### src/rtl/i2c_pkg.sv
// Shared types and constants for the I2C register target.
package i2c_pkg;

  // Protocol phases of the target, one per byte or acknowledge slot.
  typedef enum logic [3:0] {
    ST_IDLE,
    ST_ADDR,
    ST_ADDR_ACK,
    ST_PTR,
    ST_PTR_ACK,
    ST_WDATA,
    ST_WDATA_ACK,
    ST_RDATA,
    ST_RDATA_ACK,
    ST_IGNORE
  } state_t;

  // Level on SDA during the ninth clock of a byte.
  localparam logic ACK  = 1'b0;
  localparam logic NACK = 1'b1;

  // Least significant bit of the address byte.
  localparam logic RW_WRITE = 1'b0;
  localparam logic RW_READ  = 1'b1;

endpackage

### src/rtl/i2c_target_regs_if.sv
// Pad-side I2C signals. The target sees SCL/SDA as inputs and controls
// only the SDA pull-down enable; the bus itself is open drain.
interface i2c_target_regs_if;
  logic scl_i;
  logic sda_i;
  logic sda_oe;

  modport slave  (input scl_i, input sda_i, output sda_oe);
  modport master (output scl_i, output sda_i, input sda_oe);
endinterface

### src/rtl/i2c_pin_filter.sv
// Synchroniser plus majority-free run-length filter for one I2C line.
// The filtered level follows the pin only after FILT identical samples,
// so pin-to-level latency is 2 + FILT clocks and shorter glitches vanish.
module i2c_pin_filter #(
  parameter int FILT = 3
) (
  input  logic clk,
  input  logic rst_n,
  input  logic pin,
  output logic level
);

  localparam int CW = 3;

  logic [1:0]    sync_q;
  logic [CW-1:0] cnt_q;

  // Synchronise the pad, then accept a new level after FILT matching samples.
  // NOTE: non-blocking assignments keep every flop sampling pre-edge values,
  // so the two synchroniser stages really form a two-stage pipeline.
  always_ff @(posedge clk or negedge rst_n) begin
    if (!rst_n) begin
      // Idle I2C lines are pulled high, so the filter starts there.
      sync_q <= 2'b11;
      cnt_q  <= '0;
      level  <= 1'b1;
    end else begin
      // NOTE: the pad is asynchronous to clk; only sync_q[1] may be used
      // by logic, sync_q[0] is allowed to go metastable.
      sync_q <= {sync_q[0], pin};
      if (sync_q[1] == level) begin
        cnt_q <= '0;
      end else if (cnt_q == CW'(FILT - 1)) begin
        level <= sync_q[1];
        cnt_q <= '0;
      end else begin
        cnt_q <= cnt_q + CW'(1);
      end
    end
  end

endmodule

### src/rtl/i2c_target_regs.sv
// I2C target with an auto-incrementing register file. SCL and SDA are
// oversampled on clk; a pointer byte selects the register, subsequent
// write bytes are stored and reads stream registers out, both wrapping.
module i2c_target_regs
  import i2c_pkg::*;
#(
  parameter logic [6:0] ADDR  = 7'h77,
  parameter int         NREGS = 8,
  parameter logic [7:0] INIT  = 8'hAA,
  parameter int         FILT  = 3,
  localparam int        PTR_W = $clog2(NREGS)
) (
  input  logic                 clk,
  input  logic                 rst_n,
  i2c_target_regs_if.slave     bus,
  output logic [8*NREGS-1:0]   regs,
  output logic                 wr_stb,
  output logic [PTR_W-1:0]     wr_idx,
  output logic                 busy
);

  logic scl_f, sda_f;
  logic scl_q, sda_q;
  logic scl_rise, scl_fall, start_c, stop_c;
  logic [7:0] rx_byte;

  state_t                    state;
  logic [3:0]                bit_cnt;
  logic [7:0]                shreg;
  logic [PTR_W-1:0]          ptr;
  logic                      sda_oe_q;
  logic [NREGS-1:0][7:0]     reg_q;

  i2c_pin_filter #(.FILT(FILT)) u_scl_filt (
    .clk   (clk),
    .rst_n (rst_n),
    .pin   (bus.scl_i),
    .level (scl_f)
  );

  i2c_pin_filter #(.FILT(FILT)) u_sda_filt (
    .clk   (clk),
    .rst_n (rst_n),
    .pin   (bus.sda_i),
    .level (sda_f)
  );

  // Previous filtered levels for edge and START/STOP detection.
  always_ff @(posedge clk or negedge rst_n) begin
    if (!rst_n) begin
      scl_q <= 1'b1;
      sda_q <= 1'b1;
    end else begin
      scl_q <= scl_f;
      sda_q <= sda_f;
    end
  end

  // START/STOP need SCL high in both cycles, so an SDA change coinciding
  // with an SCL edge is treated purely as the SCL edge.
  assign scl_rise = scl_f & ~scl_q;
  assign scl_fall = ~scl_f & scl_q;
  assign start_c  = scl_f & scl_q & sda_q & ~sda_f;
  assign stop_c   = scl_f & scl_q & ~sda_q & sda_f;
  assign rx_byte  = {shreg[6:0], sda_f};

  assign bus.sda_oe = sda_oe_q;
  assign regs       = reg_q;

  // Protocol FSM with shift register, pointer, register file and outputs.
  always_ff @(posedge clk or negedge rst_n) begin
    if (!rst_n) begin
      state    <= ST_IDLE;
      bit_cnt  <= '0;
      shreg    <= '0;
      ptr      <= '0;
      sda_oe_q <= 1'b0;
      // NOTE: the register file is visible to fabric logic straight out of
      // reset, so every entry is a resettable flop rather than a RAM.
      reg_q    <= {NREGS{INIT}};
      wr_stb   <= 1'b0;
      wr_idx   <= '0;
      busy     <= 1'b0;
    end else begin
      wr_stb <= 1'b0;
      if (start_c) begin
        state    <= ST_ADDR;
        bit_cnt  <= '0;
        sda_oe_q <= 1'b0;
        busy     <= 1'b0;
      end else if (stop_c) begin
        state    <= ST_IDLE;
        bit_cnt  <= '0;
        sda_oe_q <= 1'b0;
        busy     <= 1'b0;
      end else begin
        case (state)
          ST_IDLE, ST_IGNORE: begin
          end

          ST_ADDR: if (scl_rise) begin
            shreg <= rx_byte;
            if (bit_cnt == 4'd7) begin
              bit_cnt <= '0;
              if (rx_byte[7:1] == ADDR) begin
                state <= ST_ADDR_ACK;
                busy  <= 1'b1;
              end else begin
                state <= ST_IGNORE;
              end
            end else begin
              bit_cnt <= bit_cnt + 4'd1;
            end
          end

          // First fall after the byte asserts ACK, the next one ends it.
          ST_ADDR_ACK: if (scl_fall) begin
            if (!sda_oe_q) begin
              sda_oe_q <= ~ACK;
            end else if (shreg[0] == RW_READ) begin
              sda_oe_q <= ~reg_q[ptr][7];
              shreg    <= {reg_q[ptr][6:0], 1'b0};
              bit_cnt  <= 4'd1;
              state    <= ST_RDATA;
            end else begin
              sda_oe_q <= 1'b0;
              bit_cnt  <= '0;
              state    <= ST_PTR;
            end
          end

          ST_PTR: if (scl_rise) begin
            shreg <= rx_byte;
            if (bit_cnt == 4'd7) begin
              bit_cnt <= '0;
              ptr     <= rx_byte[PTR_W-1:0];
              state   <= ST_PTR_ACK;
            end else begin
              bit_cnt <= bit_cnt + 4'd1;
            end
          end

          ST_PTR_ACK, ST_WDATA_ACK: if (scl_fall) begin
            if (!sda_oe_q) begin
              sda_oe_q <= ~ACK;
            end else begin
              sda_oe_q <= 1'b0;
              bit_cnt  <= '0;
              state    <= ST_WDATA;
            end
          end

          ST_WDATA: if (scl_rise) begin
            shreg <= rx_byte;
            if (bit_cnt == 4'd7) begin
              bit_cnt    <= '0;
              reg_q[ptr] <= rx_byte;
              wr_stb     <= 1'b1;
              wr_idx     <= ptr;
              ptr        <= ptr + PTR_W'(1);
              state      <= ST_WDATA_ACK;
            end else begin
              bit_cnt <= bit_cnt + 4'd1;
            end
          end

          // bit_cnt counts bits already placed on SDA; after eight, release.
          ST_RDATA: if (scl_fall) begin
            if (bit_cnt == 4'd8) begin
              sda_oe_q <= 1'b0;
              bit_cnt  <= '0;
              state    <= ST_RDATA_ACK;
            end else begin
              sda_oe_q <= ~shreg[7];
              shreg    <= {shreg[6:0], 1'b0};
              bit_cnt  <= bit_cnt + 4'd1;
            end
          end

          // bit_cnt == 1 here records that the master acknowledged.
          ST_RDATA_ACK: begin
            if (scl_rise) begin
              ptr <= ptr + PTR_W'(1);
              if (sda_f == NACK) begin
                state <= ST_IGNORE;
              end else begin
                bit_cnt <= 4'd1;
              end
            end else if (scl_fall && bit_cnt == 4'd1) begin
              sda_oe_q <= ~reg_q[ptr][7];
              shreg    <= {reg_q[ptr][6:0], 1'b0};
              bit_cnt  <= 4'd1;
              state    <= ST_RDATA;
            end
          end

          default: state <= ST_IDLE;
        endcase
      end
    end
  end

endmodule
### src/flat_wrapper.sv
// flat-port wrapper written by rule: the top's interface ports become plain ports
module i2c_target_regs_flat import i2c_pkg::*;
#(
  parameter logic [6:0] ADDR  = 7'h77,
  parameter int         NREGS = 8,
  parameter logic [7:0] INIT  = 8'hAA,
  parameter int         FILT  = 3,
  localparam int        PTR_W = $clog2(NREGS)
)
  (clk, rst_n, regs, wr_stb, wr_idx, busy, bus_scl_i, bus_sda_i, bus_sda_oe);
  i2c_target_regs_if bus_i ();
  input  logic clk;
  input  logic rst_n;
  output logic [8*NREGS-1:0] regs;
  output logic wr_stb;
  output logic [PTR_W-1:0] wr_idx;
  output logic busy;
  input wire logic [$bits(bus_i.scl_i)-1:0] bus_scl_i;
  input wire logic [$bits(bus_i.sda_i)-1:0] bus_sda_i;
  output wire logic [$bits(bus_i.sda_oe)-1:0] bus_sda_oe;
  assign bus_i.scl_i = bus_scl_i;
  assign bus_i.sda_i = bus_sda_i;
  assign bus_sda_oe = bus_i.sda_oe;
  i2c_target_regs #(.ADDR(ADDR), .NREGS(NREGS), .INIT(INIT), .FILT(FILT)) u_core (.clk(clk), .rst_n(rst_n), .bus(bus_i), .regs(regs), .wr_stb(wr_stb), .wr_idx(wr_idx), .busy(busy));
endmodule
### config.mk
export PLATFORM = sky130hd
export DESIGN_NAME = i2c_target_regs_flat
export DESIGN_NICKNAME = d
export VERILOG_FILES = /design/src/rtl/i2c_pkg.sv /design/src/rtl/i2c_target_regs_if.sv /design/src/rtl/i2c_pin_filter.sv /design/src/rtl/i2c_target_regs.sv /design/src/flat_wrapper.sv
export SDC_FILE = /design/constraint.sdc
export NUM_CORES = 1
export LEC_CHECK = 0
export ABC_CLOCK_PERIOD_IN_PS = 2600
export BUFFER_PORTS_ARGS = -buffer_cell sky130_fd_sc_hd__buf_2
export CAP_MARGIN = 25
export CELL_PAD_IN_SITES_DETAIL_PLACEMENT = 1
export CELL_PAD_IN_SITES_GLOBAL_PLACEMENT = 1
export CORE_UTILIZATION = 46
export CTS_CLUSTER_DIAMETER = 150
export DETAILED_ROUTE_END_ITERATION = 7
export HOLD_SLACK_MARGIN = 0.05
export PLACE_DENSITY_LB_ADDON = 0.1
export SLEW_MARGIN = 10
export SYNTH_ARGS = -nofsm -noshare
export SYNTH_HDL_FRONTEND = slang
export SYNTH_HIERARCHICAL = 1
export SYNTH_SLANG_ARGS = --single-unit
### constraint.sdc
create_clock -name clk -period 2.6 [get_ports clk]
set_input_delay 0.39 -clock clk [delete_from_list [all_inputs] [get_ports clk]]
set_output_delay 0.39 -clock clk [all_outputs]
set_load 0.1 [all_outputs]
==> metrics.txt, run 1 <==
# TYPE chip_impl_metric gauge
chip_impl_metric{name="sw_frac_of_total",unit="%"} 39.0
chip_impl_metric{name="avgViaCountPerCell",unit=""} 5.86
chip_impl_info{name="synth_top_family_by_area",value="multiplexers"} 1
chip_impl_info{name="regToRegStartpoint",value="u_core/state[2]"} 1
chip_impl_metric{name="via_count",unit=""} 3909
chip_impl_metric{name="final_max_slew_viol_count",unit=""} 0
chip_impl_metric{name="postCtsSetupRepairBufs",unit=""} 0
chip_impl_metric{name="cts.sinks",unit=""} 103
chip_impl_metric{name="final-hold-violation-count",unit=""} 0
chip_impl_metric{name="timing.critical_path.fanout_max",unit=""} 12
chip_impl_metric{name="yosysUniqueCellTypes",unit=""} 62
chip_impl_metric{name="vdd_ir_drop_max",unit="uV"} 732
chip_impl_metric{name="synth_compound_area_share",unit="%"} 9.55
chip_impl_metric{name="synth_simple_gate_area_share",unit="%"} 11.4
chip_impl_metric{name="htreeDepth",unit=""} 3
chip_impl_metric{name="setup.reg_to_reg.worst_slack",unit="ns"} 0.07
chip_impl_metric{name="yosysWarningCount",unit=""} 6
chip_impl_metric{name="power_per_cell_area",unit="nW/um^2"} 860
chip_impl_info{name="worst_hold_startpoint",value="bus_sda_i"} 1
chip_impl_metric{name="grt_max_degree",unit=""} 46
chip_impl_info{name="yosysMostFrequentCell",value="mux2_2"} 1
chip_impl_metric{name="fin_clk_skew",unit="ns"} 0.0124
chip_impl_metric{name="drt_wl_total",unit="um"} 14600
chip_impl_metric{name="clock_latency",unit="ns"} 0.36
chip_impl_metric{name="synth.mux.area_fraction",unit="%"} 24.9
chip_impl_metric{name="mappedNetlistNets",unit=""} 442
chip_impl_metric{name="port-buffer-count",unit=""} 73
chip_impl_metric{name="gr-total-overflow",unit=""} 0
chip_impl_metric{name="gp_congestion",unit=""} 0.843
chip_impl_metric{name="dp.cells",unit=""} 650
chip_impl_metric{name="setup_failing_eps_final",unit=""} 0
chip_impl_metric{name="maxClockFrequency",unit="MHz"} 395
chip_impl_metric{name="synth_cells",unit=""} 434
chip_impl_metric{name="die-area",unit="um^2"} 12000
chip_impl_metric{name="power.clock.fraction",unit="%"} 25.3
chip_impl_metric{name="worst-endpoint-required",unit="ns"} 2.84
chip_impl_metric{name="drcViolationCount",unit=""} 0
chip_impl_metric{name="globalRouteTotalUtil",unit="%"} 26.4
chip_impl_metric{name="pre_cts_slack",unit="ns"} 0.0944
chip_impl_metric{name="crit_arrival",unit="ns"} 2.78
chip_impl_info{name="run_status",value="finished clean"} 1
chip_impl_metric{name="drt_pre_antenna_iters",unit=""} 5
chip_impl_metric{name="worst_slack",unit="ns"} 0.0673
chip_impl_metric{name="wl_per_cell",unit="um"} 21.9
chip_impl_metric{name="power_report.internal_total",unit="mW"} 3.30
chip_impl_metric{name="drv_cap",unit=""} 0
chip_impl_info{name="netlist.top_cell.by_area",value="dfrtp_1"} 1
chip_impl_info{name="yosys_most_used_dff",value="dfrtp_1"} 1
chip_impl_metric{name="antennaDiodeCount",unit=""} 0
chip_impl_info{name="clock-root-buffer",value="clkbuf_16"} 1
chip_impl_metric{name="ant_nets",unit=""} 0
chip_impl_metric{name="grt_pass1_vias",unit=""} 4060
chip_impl_metric{name="fin_crit_sh",unit="%"} 97.4
chip_impl_metric{name="tns",unit="ns"} 0
chip_impl_metric{name="synth_seq_cells",unit=""} 103
chip_impl_info{name="critPathCaptureType",value="register"} 1
chip_impl_metric{name="finalNetCount",unit=""} 530
chip_impl_metric{name="count_of_flip_flops_with_a_built_in_enable_after_synthesis",unit=""} 0
chip_impl_metric{name="share_comb_of_total_power",unit="%"} 36.2
chip_impl_metric{name="postSynthAreaPerCell",unit="um^2"} 12.3
chip_impl_metric{name="synthAdderAreaFrac",unit="%"} 0.939
chip_impl_metric{name="synthArstFlopShare",unit="%"} 100
chip_impl_metric{name="worst_hold_slack",unit="ns"} 0.118
chip_impl_metric{name="worst_pin_slew",unit="ns"} 0.930
chip_impl_metric{name="grt_antenna_before_repair",unit=""} 0
chip_impl_info{name="critical_path.startpoint_type",value="register"} 1
chip_impl_metric{name="synth-seq-area-share",unit="%"} 49.3
chip_impl_info{name="synth_top_cells_by_count",value="65 x mux2_2, 63 x dfrtp_1, 40 x dfstp_2"} 1
chip_impl_metric{name="worst_hold_path.num_cells",unit=""} 1
chip_impl_info{name="hp-class",value="in -> reg"} 1
chip_impl_metric{name="shortest_clock_period_the_worst_path_allows_after_layout",unit="ns"} 2.53
chip_impl_metric{name="grt_pass1_wl",unit="um"} 23000
chip_impl_metric{name="post-dp-hpwl",unit="um"} 10200
chip_impl_metric{name="leakage",unit="nW"} 2.96
chip_impl_info{name="min_to",value="u_core/u_sda_filt/sync_q[0]"} 1
chip_impl_metric{name="drt_first_iter_violations",unit=""} 250
chip_impl_metric{name="synth_area",unit="um^2"} 5330
chip_impl_info{name="clock_tree_from_tritoncts",value="built"} 1
chip_impl_metric{name="layout.cells.non_filler",unit=""} 667
chip_impl_metric{name="slew_headroom",unit="%"} 38.0
chip_impl_metric{name="p_sw",unit="mW"} 2.11
chip_impl_metric{name="num_io_pins",unit=""} 74
chip_impl_metric{name="die_height",unit="um"} 110
chip_impl_info{name="category_of_the_critical_setup_timing_path",value="reg -> reg"} 1
chip_impl_metric{name="core",unit="um^2"} 11100
chip_impl_metric{name="cts_buffer_depth",unit=""} 2
chip_impl_metric{name="cts-buffers-inserted",unit=""} 9
chip_impl_metric{name="report.power.total",unit="mW"} 5.42
chip_impl_metric{name="layout-drive-gt1-share",unit="%"} 50.5
chip_impl_metric{name="clk_pin_slew_worst_paths",unit="ns"} 0.08
chip_impl_metric{name="initial_core_utilization",unit="%"} 48.1
chip_impl_metric{name="post_synth_xor_area_fraction",unit="%"} 0.822
chip_impl_metric{name="area.growth.synth_to_final",unit="%"} 18.2
chip_impl_metric{name="reg2regPathDepth",unit=""} 6
chip_impl_metric{name="seq_power_share",unit="%"} 38.5
chip_impl_metric{name="horizontal_die_dimension",unit="um"} 110
chip_impl_info{name="synth.top_cells.by_area",value="dfrtp_1 30%, dfstp_2 20%, mux2_2 14%"} 1
chip_impl_metric{name="synth_top_cell_area_share",unit="%"} 29.6
chip_impl_info{name="rsz0062_at_grt",value="no"} 1
chip_impl_metric{name="std_cell_rows",unit=""} 38
chip_impl_info{name="rr_endpoint",value="u_core/shreg[7]"} 1
[registers in the layout, summed over array words and instances (netlist names), 2 cells and up]
signal and count:
u_core/u_scl_filt/cnt_q 3, u_core/shreg 8, u_core/u_sda_filt/sync_q 2, u_core/wr_idx 3, u_core/ptr 3, u_core/u_scl_filt/sync_q 2, u_core/regs 64, u_core/u_sda_filt/cnt_q 3
u_core/bit_cnt 4, u_core/state 4
[through the flow]
step / area (um^2) / util [%]
finish: 6300 / 56.9
global route: 6300 / 56.9
CTS: 6300 / 56.9
detailed placement: 5990 / 54.1
global placement: 5990 / 54.1
floorplan: 5330 / -
[worst max-delay path, cell delays in order (launching register included)]
cell and delay (ns):
dfrtp_1 0.54, buf_4 0.26, nor2b_1 0.37, o211ai_1 0.19, a2111oi_4 0.45, o21ai_2 0.26, mux2_4 0.35
[cell families after synthesis]
group	Yosys count
AO/OA/AOI/OAI	76
AND/OR/NAND/NOR	108
flip-flops	103
adder cells (fa/ha/maj)	4
multiplexers	100
buffers and inverters	38
XOR/XNOR	5
[timing repair]
item                                    CTS  global route
hold buffers                              1             0
endpoints found under the setup margin    0             7
gates resized for setup                   0             1
hold endpoints to repair                 17             0
[area by class of cell]
class                           count  area, um^2
Tap cell                          140         175
Sequential cell                   103        2630
Multi-Input combinational cell    293        2540
Clock buffer                       11         253
Inverter                           11        41.3
Fill cell                        1181        4780
Timing Repair Buffer              104         616
Clock inverter                      5        47.5
[how the worst max path moves through the flow]
stage	start	endpoint	slack, ns
2_1_floorplan	u_core/u_scl_filt/level	u_core/regs[24]	0.34
3_3_place_gp	u_core/state[2]	u_core/shreg[4]	0.08
3_5_place_dp	u_core/state[2]	u_core/shreg[4]	0.09
4_1_cts	u_core/state[2]	u_core/shreg[4]	0.01
5_1_grt	u_core/state[2]	u_core/shreg[7]	0.01
6_report	u_core/state[2]	u_core/shreg[7]	0.07
[power by group through the flow]
stage | combinational, mW | sequential, mW | clock [mW]
finish | 1.96 | 2.09 | 1.37
global route | 2.13 | 2.11 | 1.46
CTS | 1.96 | 2.08 | 1.42
floorplan | 1.50 | 1.98 | 0
detailed placement | 1.95 | 2.11 | 0
global placement | 1.92 | 2.10 | 0
[cells in the final DEF (no fill, tap or decap), types with 4 or more instances in the layout]
cell       count
a21oi_1       20
buf_2         72
buf_4         30
clkbuf_16      9
dfrtp_1       63
dfstp_2       40
ha_1           4
inv_1         10
mux2_2        65
mux2_4         9
mux2i_1       10
mux4_2        16
nand2_1       31
nand2b_1       5
nand3_1        9
nand3b_1       7
nand4_1        4
nor2_1        15
nor2b_1        7
nor3_1        13
o211ai_1       4
o21ai_0       22
xnor2_1        5
[routing by layer]
metal / track usage (%) / share of wire (%)
met1: 36.7 / 47
met2: 41.6 / 47
met3: 5.39 / 3.7
met4: 8.57 / 1.8
met5: 0 / 0
Note: power is estimated with default switching activity, not from simulation.
==> run 2: changes to the inputs <==
Settings changed: ABC_AREA set to 1, CORE_UTILIZATION 46 to 43.
==> metrics.txt, run 2 <==
# TYPE chip_impl_metric gauge
chip_impl_metric{name="drt_first_iter_violations",unit=""} 323
chip_impl_metric{name="drt_pre_antenna_iters",unit=""} 5
chip_impl_info{name="clock-root-buffer",value="clkbuf_16"} 1
chip_impl_metric{name="core",unit="um^2"} 12800
chip_impl_metric{name="grt_antenna_before_repair",unit=""} 0
chip_impl_metric{name="grt_pass1_vias",unit=""} 5207
chip_impl_metric{name="tns",unit="ns"} 0
chip_impl_metric{name="worst_hold_path.num_cells",unit=""} 1
chip_impl_info{name="critPathCaptureType",value="register"} 1
chip_impl_metric{name="vdd_ir_drop_max",unit="uV"} 491
chip_impl_info{name="run_status",value="finished clean"} 1
chip_impl_info{name="cp_top_family",value="simple AND/OR/NAND/NOR gates"} 1
chip_impl_metric{name="num_io_pins",unit=""} 74
chip_impl_metric{name="wl_per_cell",unit="um"} 17.9
chip_impl_metric{name="area.growth.synth_to_final",unit="%"} 13.3
chip_impl_metric{name="cts.sinks",unit=""} 103
chip_impl_metric{name="shortest_clock_period_the_worst_path_allows_after_layout",unit="ns"} 2.20
chip_impl_metric{name="leakage",unit="nW"} 3.21
chip_impl_metric{name="crit_arrival",unit="ns"} 2.42
chip_impl_metric{name="synth_seq_cells",unit=""} 103
chip_impl_metric{name="reg2regPathDepth",unit=""} 10
chip_impl_metric{name="worst-endpoint-required",unit="ns"} 2.82
chip_impl_metric{name="avgViaCountPerCell",unit=""} 5.43
chip_impl_metric{name="std_cell_rows",unit=""} 41
chip_impl_info{name="synth.top_cells.by_area",value="dfrtp_1 28%, dfstp_2 18%, nand2_1 14%"} 1
chip_impl_metric{name="synth-seq-area-share",unit="%"} 45.9
chip_impl_metric{name="initial_core_utilization",unit="%"} 44.6
chip_impl_info{name="hp-class",value="in -> reg"} 1
chip_impl_metric{name="drt_wl_total",unit="um"} 17500
chip_impl_metric{name="worst-path-buf-inv",unit=""} 1
chip_impl_metric{name="mappedNetlistNets",unit=""} 739
chip_impl_metric{name="timing.critical_path.fanout_max",unit=""} 16
chip_impl_metric{name="synth_area",unit="um^2"} 5720
chip_impl_info{name="yosys_most_used_dff",value="dfrtp_1"} 1
chip_impl_metric{name="setup_failing_eps_final",unit=""} 0
chip_impl_metric{name="grt_max_degree",unit=""} 70
chip_impl_metric{name="fin_crit_sh",unit="%"} 84.5
chip_impl_metric{name="yosysUniqueCellTypes",unit=""} 36
chip_impl_info{name="category_of_the_critical_setup_timing_path",value="reg -> reg"} 1
chip_impl_info{name="clock_tree_from_tritoncts",value="built"} 1
chip_impl_metric{name="cts.repair.resized",unit=""} 0
chip_impl_info{name="critPathSlowestCell",value="dfrtp_1"} 1
chip_impl_metric{name="postSynthAreaPerCell",unit="um^2"} 7.83
chip_impl_metric{name="synth_cells",unit=""} 731
chip_impl_metric{name="die_height",unit="um"} 117
chip_impl_metric{name="gp_congestion",unit=""} 0.906
chip_impl_metric{name="critPathMaxStageDelay",unit="ns"} 0.47
chip_impl_metric{name="antennaDiodeCount",unit=""} 0
chip_impl_metric{name="largest_register_ff_count",unit=""} 64
chip_impl_info{name="critical_path.startpoint_type",value="register"} 1
chip_impl_info{name="yosysMostFrequentCell",value="nand2_1"} 1
chip_impl_metric{name="fin_clk_skew",unit="ns"} 0.00930
chip_impl_metric{name="htreeDepth",unit=""} 3
chip_impl_metric{name="worst_pin_slew",unit="ns"} 0.763
chip_impl_metric{name="via_count",unit=""} 5301
chip_impl_metric{name="cts_buffer_depth",unit=""} 2
chip_impl_metric{name="gr-total-overflow",unit=""} 0
chip_impl_metric{name="ant_nets",unit=""} 0
chip_impl_metric{name="final-hold-violation-count",unit=""} 0
chip_impl_metric{name="synthArstFlopShare",unit="%"} 100
chip_impl_metric{name="yosysWarningCount",unit=""} 6
chip_impl_metric{name="final_max_slew_viol_count",unit=""} 0
chip_impl_metric{name="layout.cells.non_filler",unit=""} 977
chip_impl_metric{name="die-area",unit="um^2"} 13800
chip_impl_metric{name="maxClockFrequency",unit="MHz"} 455
chip_impl_metric{name="crit_cells",unit=""} 10
chip_impl_info{name="crit_path_frequent_cell",value="nor2_4"} 1
chip_impl_metric{name="drv_cap",unit=""} 0
chip_impl_metric{name="postCtsSetupRepairBufs",unit=""} 0
chip_impl_info{name="layout_common_cells",value="207 x nand2_1, 90 x nor2_1, 72 x buf_2"} 1
chip_impl_metric{name="port-buffer-count",unit=""} 73
chip_impl_info{name="rsz0062_at_grt",value="no"} 1
chip_impl_metric{name="grt_pass1_wl",unit="um"} 27900
chip_impl_metric{name="synth_top_cell_area_share",unit="%"} 27.5
chip_impl_info{name="path_cells",value="ha_1 -> nand2_4 -> nor2_4 -> inv_2 -> nor2_4 -> nand3_4 -> nor2_4 -> nand2_2 -> nand2_1 -> o21ai_1"} 1
chip_impl_metric{name="horizontal_die_dimension",unit="um"} 117
chip_impl_metric{name="cts-buffers-inserted",unit=""} 9
chip_impl_info{name="most_common_cell_after_layout_fill_and_taps_aside",value="nand2_1"} 1
chip_impl_metric{name="clock_latency",unit="ns"} 0.35
chip_impl_metric{name="slew_headroom",unit="%"} 49.1
chip_impl_metric{name="layout-drive-gt1-share",unit="%"} 25.8
chip_impl_metric{name="post-dp-hpwl",unit="um"} 12700
chip_impl_metric{name="globalRouteTotalUtil",unit="%"} 26.0
chip_impl_metric{name="finalNetCount",unit=""} 808
chip_impl_metric{name="pre_cts_slack",unit="ns"} 0.425
chip_impl_metric{name="post_cts_hold_buffer_count",unit=""} 1
chip_impl_metric{name="dp.cells",unit=""} 960
chip_impl_info{name="synth_top_cells_by_count",value="207 x nand2_1, 90 x nor2_1, 63 x dfrtp_1"} 1
chip_impl_metric{name="power_per_cell_area",unit="nW/um^2"} 587
chip_impl_info{name="netlist.top_cell.by_area",value="dfrtp_1"} 1
chip_impl_metric{name="worst_slack",unit="ns"} 0.403
chip_impl_metric{name="count_of_flip_flops_with_a_built_in_enable_after_synthesis",unit=""} 0
chip_impl_metric{name="clk_pin_slew_worst_paths",unit="ns"} 0.07
chip_impl_metric{name="drcViolationCount",unit=""} 0
## run 2: worst paths after layout
| kind | from | end | slack [ns] |
|---|---|---|---|
| max reg2reg | u_core/bit_cnt[0] | u_core/regs[12] | 0.40 |
| min | bus_sda_i | u_core/u_sda_filt/sync_q[0] | 0.13 |
| min reg2reg | u_core/u_sda_filt/sync_q[0] | u_core/u_sda_filt/sync_q[1] | 0.36 |
| max in group asynchronous | rst_n | u_core/u_sda_filt/level | 1.26 |
| max | u_core/bit_cnt[0] | u_core/regs[12] | 0.40 |
| min in group asynchronous | rst_n | u_core/regs[40] | 0.54 |
## run 2: cells by family (layout without fill, tap and decap cells)
group / Yosys count / count (layout) / share of synthesized area [%]
xor+xnor: 3 / 3 / 0.459
compound gates: 153 / 153 / 15.3
fa+ha+maj: 4 / 4 / 0.874
simple gates: 389 / 389 / 30.8
flops: 103 / 103 / 45.9
buf+inv: 79 / 153 / 6.67
## run 2: per-layer routing
layer	vias to the layer above	wire (um)	global-route usage, %
li1	2512	-	-
met5	-	0	0
met1	2607	8000	36.7
met3	17	1070	4.82
met4	0	153	5.44
met2	165	8240	41.5
## run 2: layout make-up
type,count,area (um^2)
Clock buffer,10,229
Multi-Input combinational cell,549,2720
Sequential cell,103,2630
Tap cell,172,215
Clock inverter,6,45.0
Fill cell,1642,6340
Timing Repair Buffer,81,443
Inverter,56,210
## run 2: worst register-to-register path: stages, from the launching register on
cell     delay [ns]
dfrtp_1        0.47
ha_1           0.28
nand2_4        0.07
nor2_4         0.17
inv_2          0.09
nor2_4         0.13
nand3_4        0.15
nor2_4         0.23
nand2_2        0.27
nand2_1        0.14
o21ai_1        0.07
## run 2: stage by stage
| stage | utilization, % | power, mW | hold slack [ns] | instance area (um^2) |
|---|---|---|---|---|
| final | 50.6 | 3.81 | 0.135 | 6480 |
| after global placement | 48.4 | 2.51 | 0.346 | 6200 |
| after floorplan | - | 2.33 | 0.0944 | 5720 |
| after CTS | 50.6 | 3.85 | 0.121 | 6480 |
| after detailed placement | 48.4 | 2.54 | 0.347 | 6200 |
| after global routing | 50.6 | 4.01 | 0.123 | 6480 |
## run 2: power by group
group | switching (mW) | internal (mW)
registers | 0.134 | 1.71
logic | 0.482 | 0.193
clock network | 0.634 | 0.657
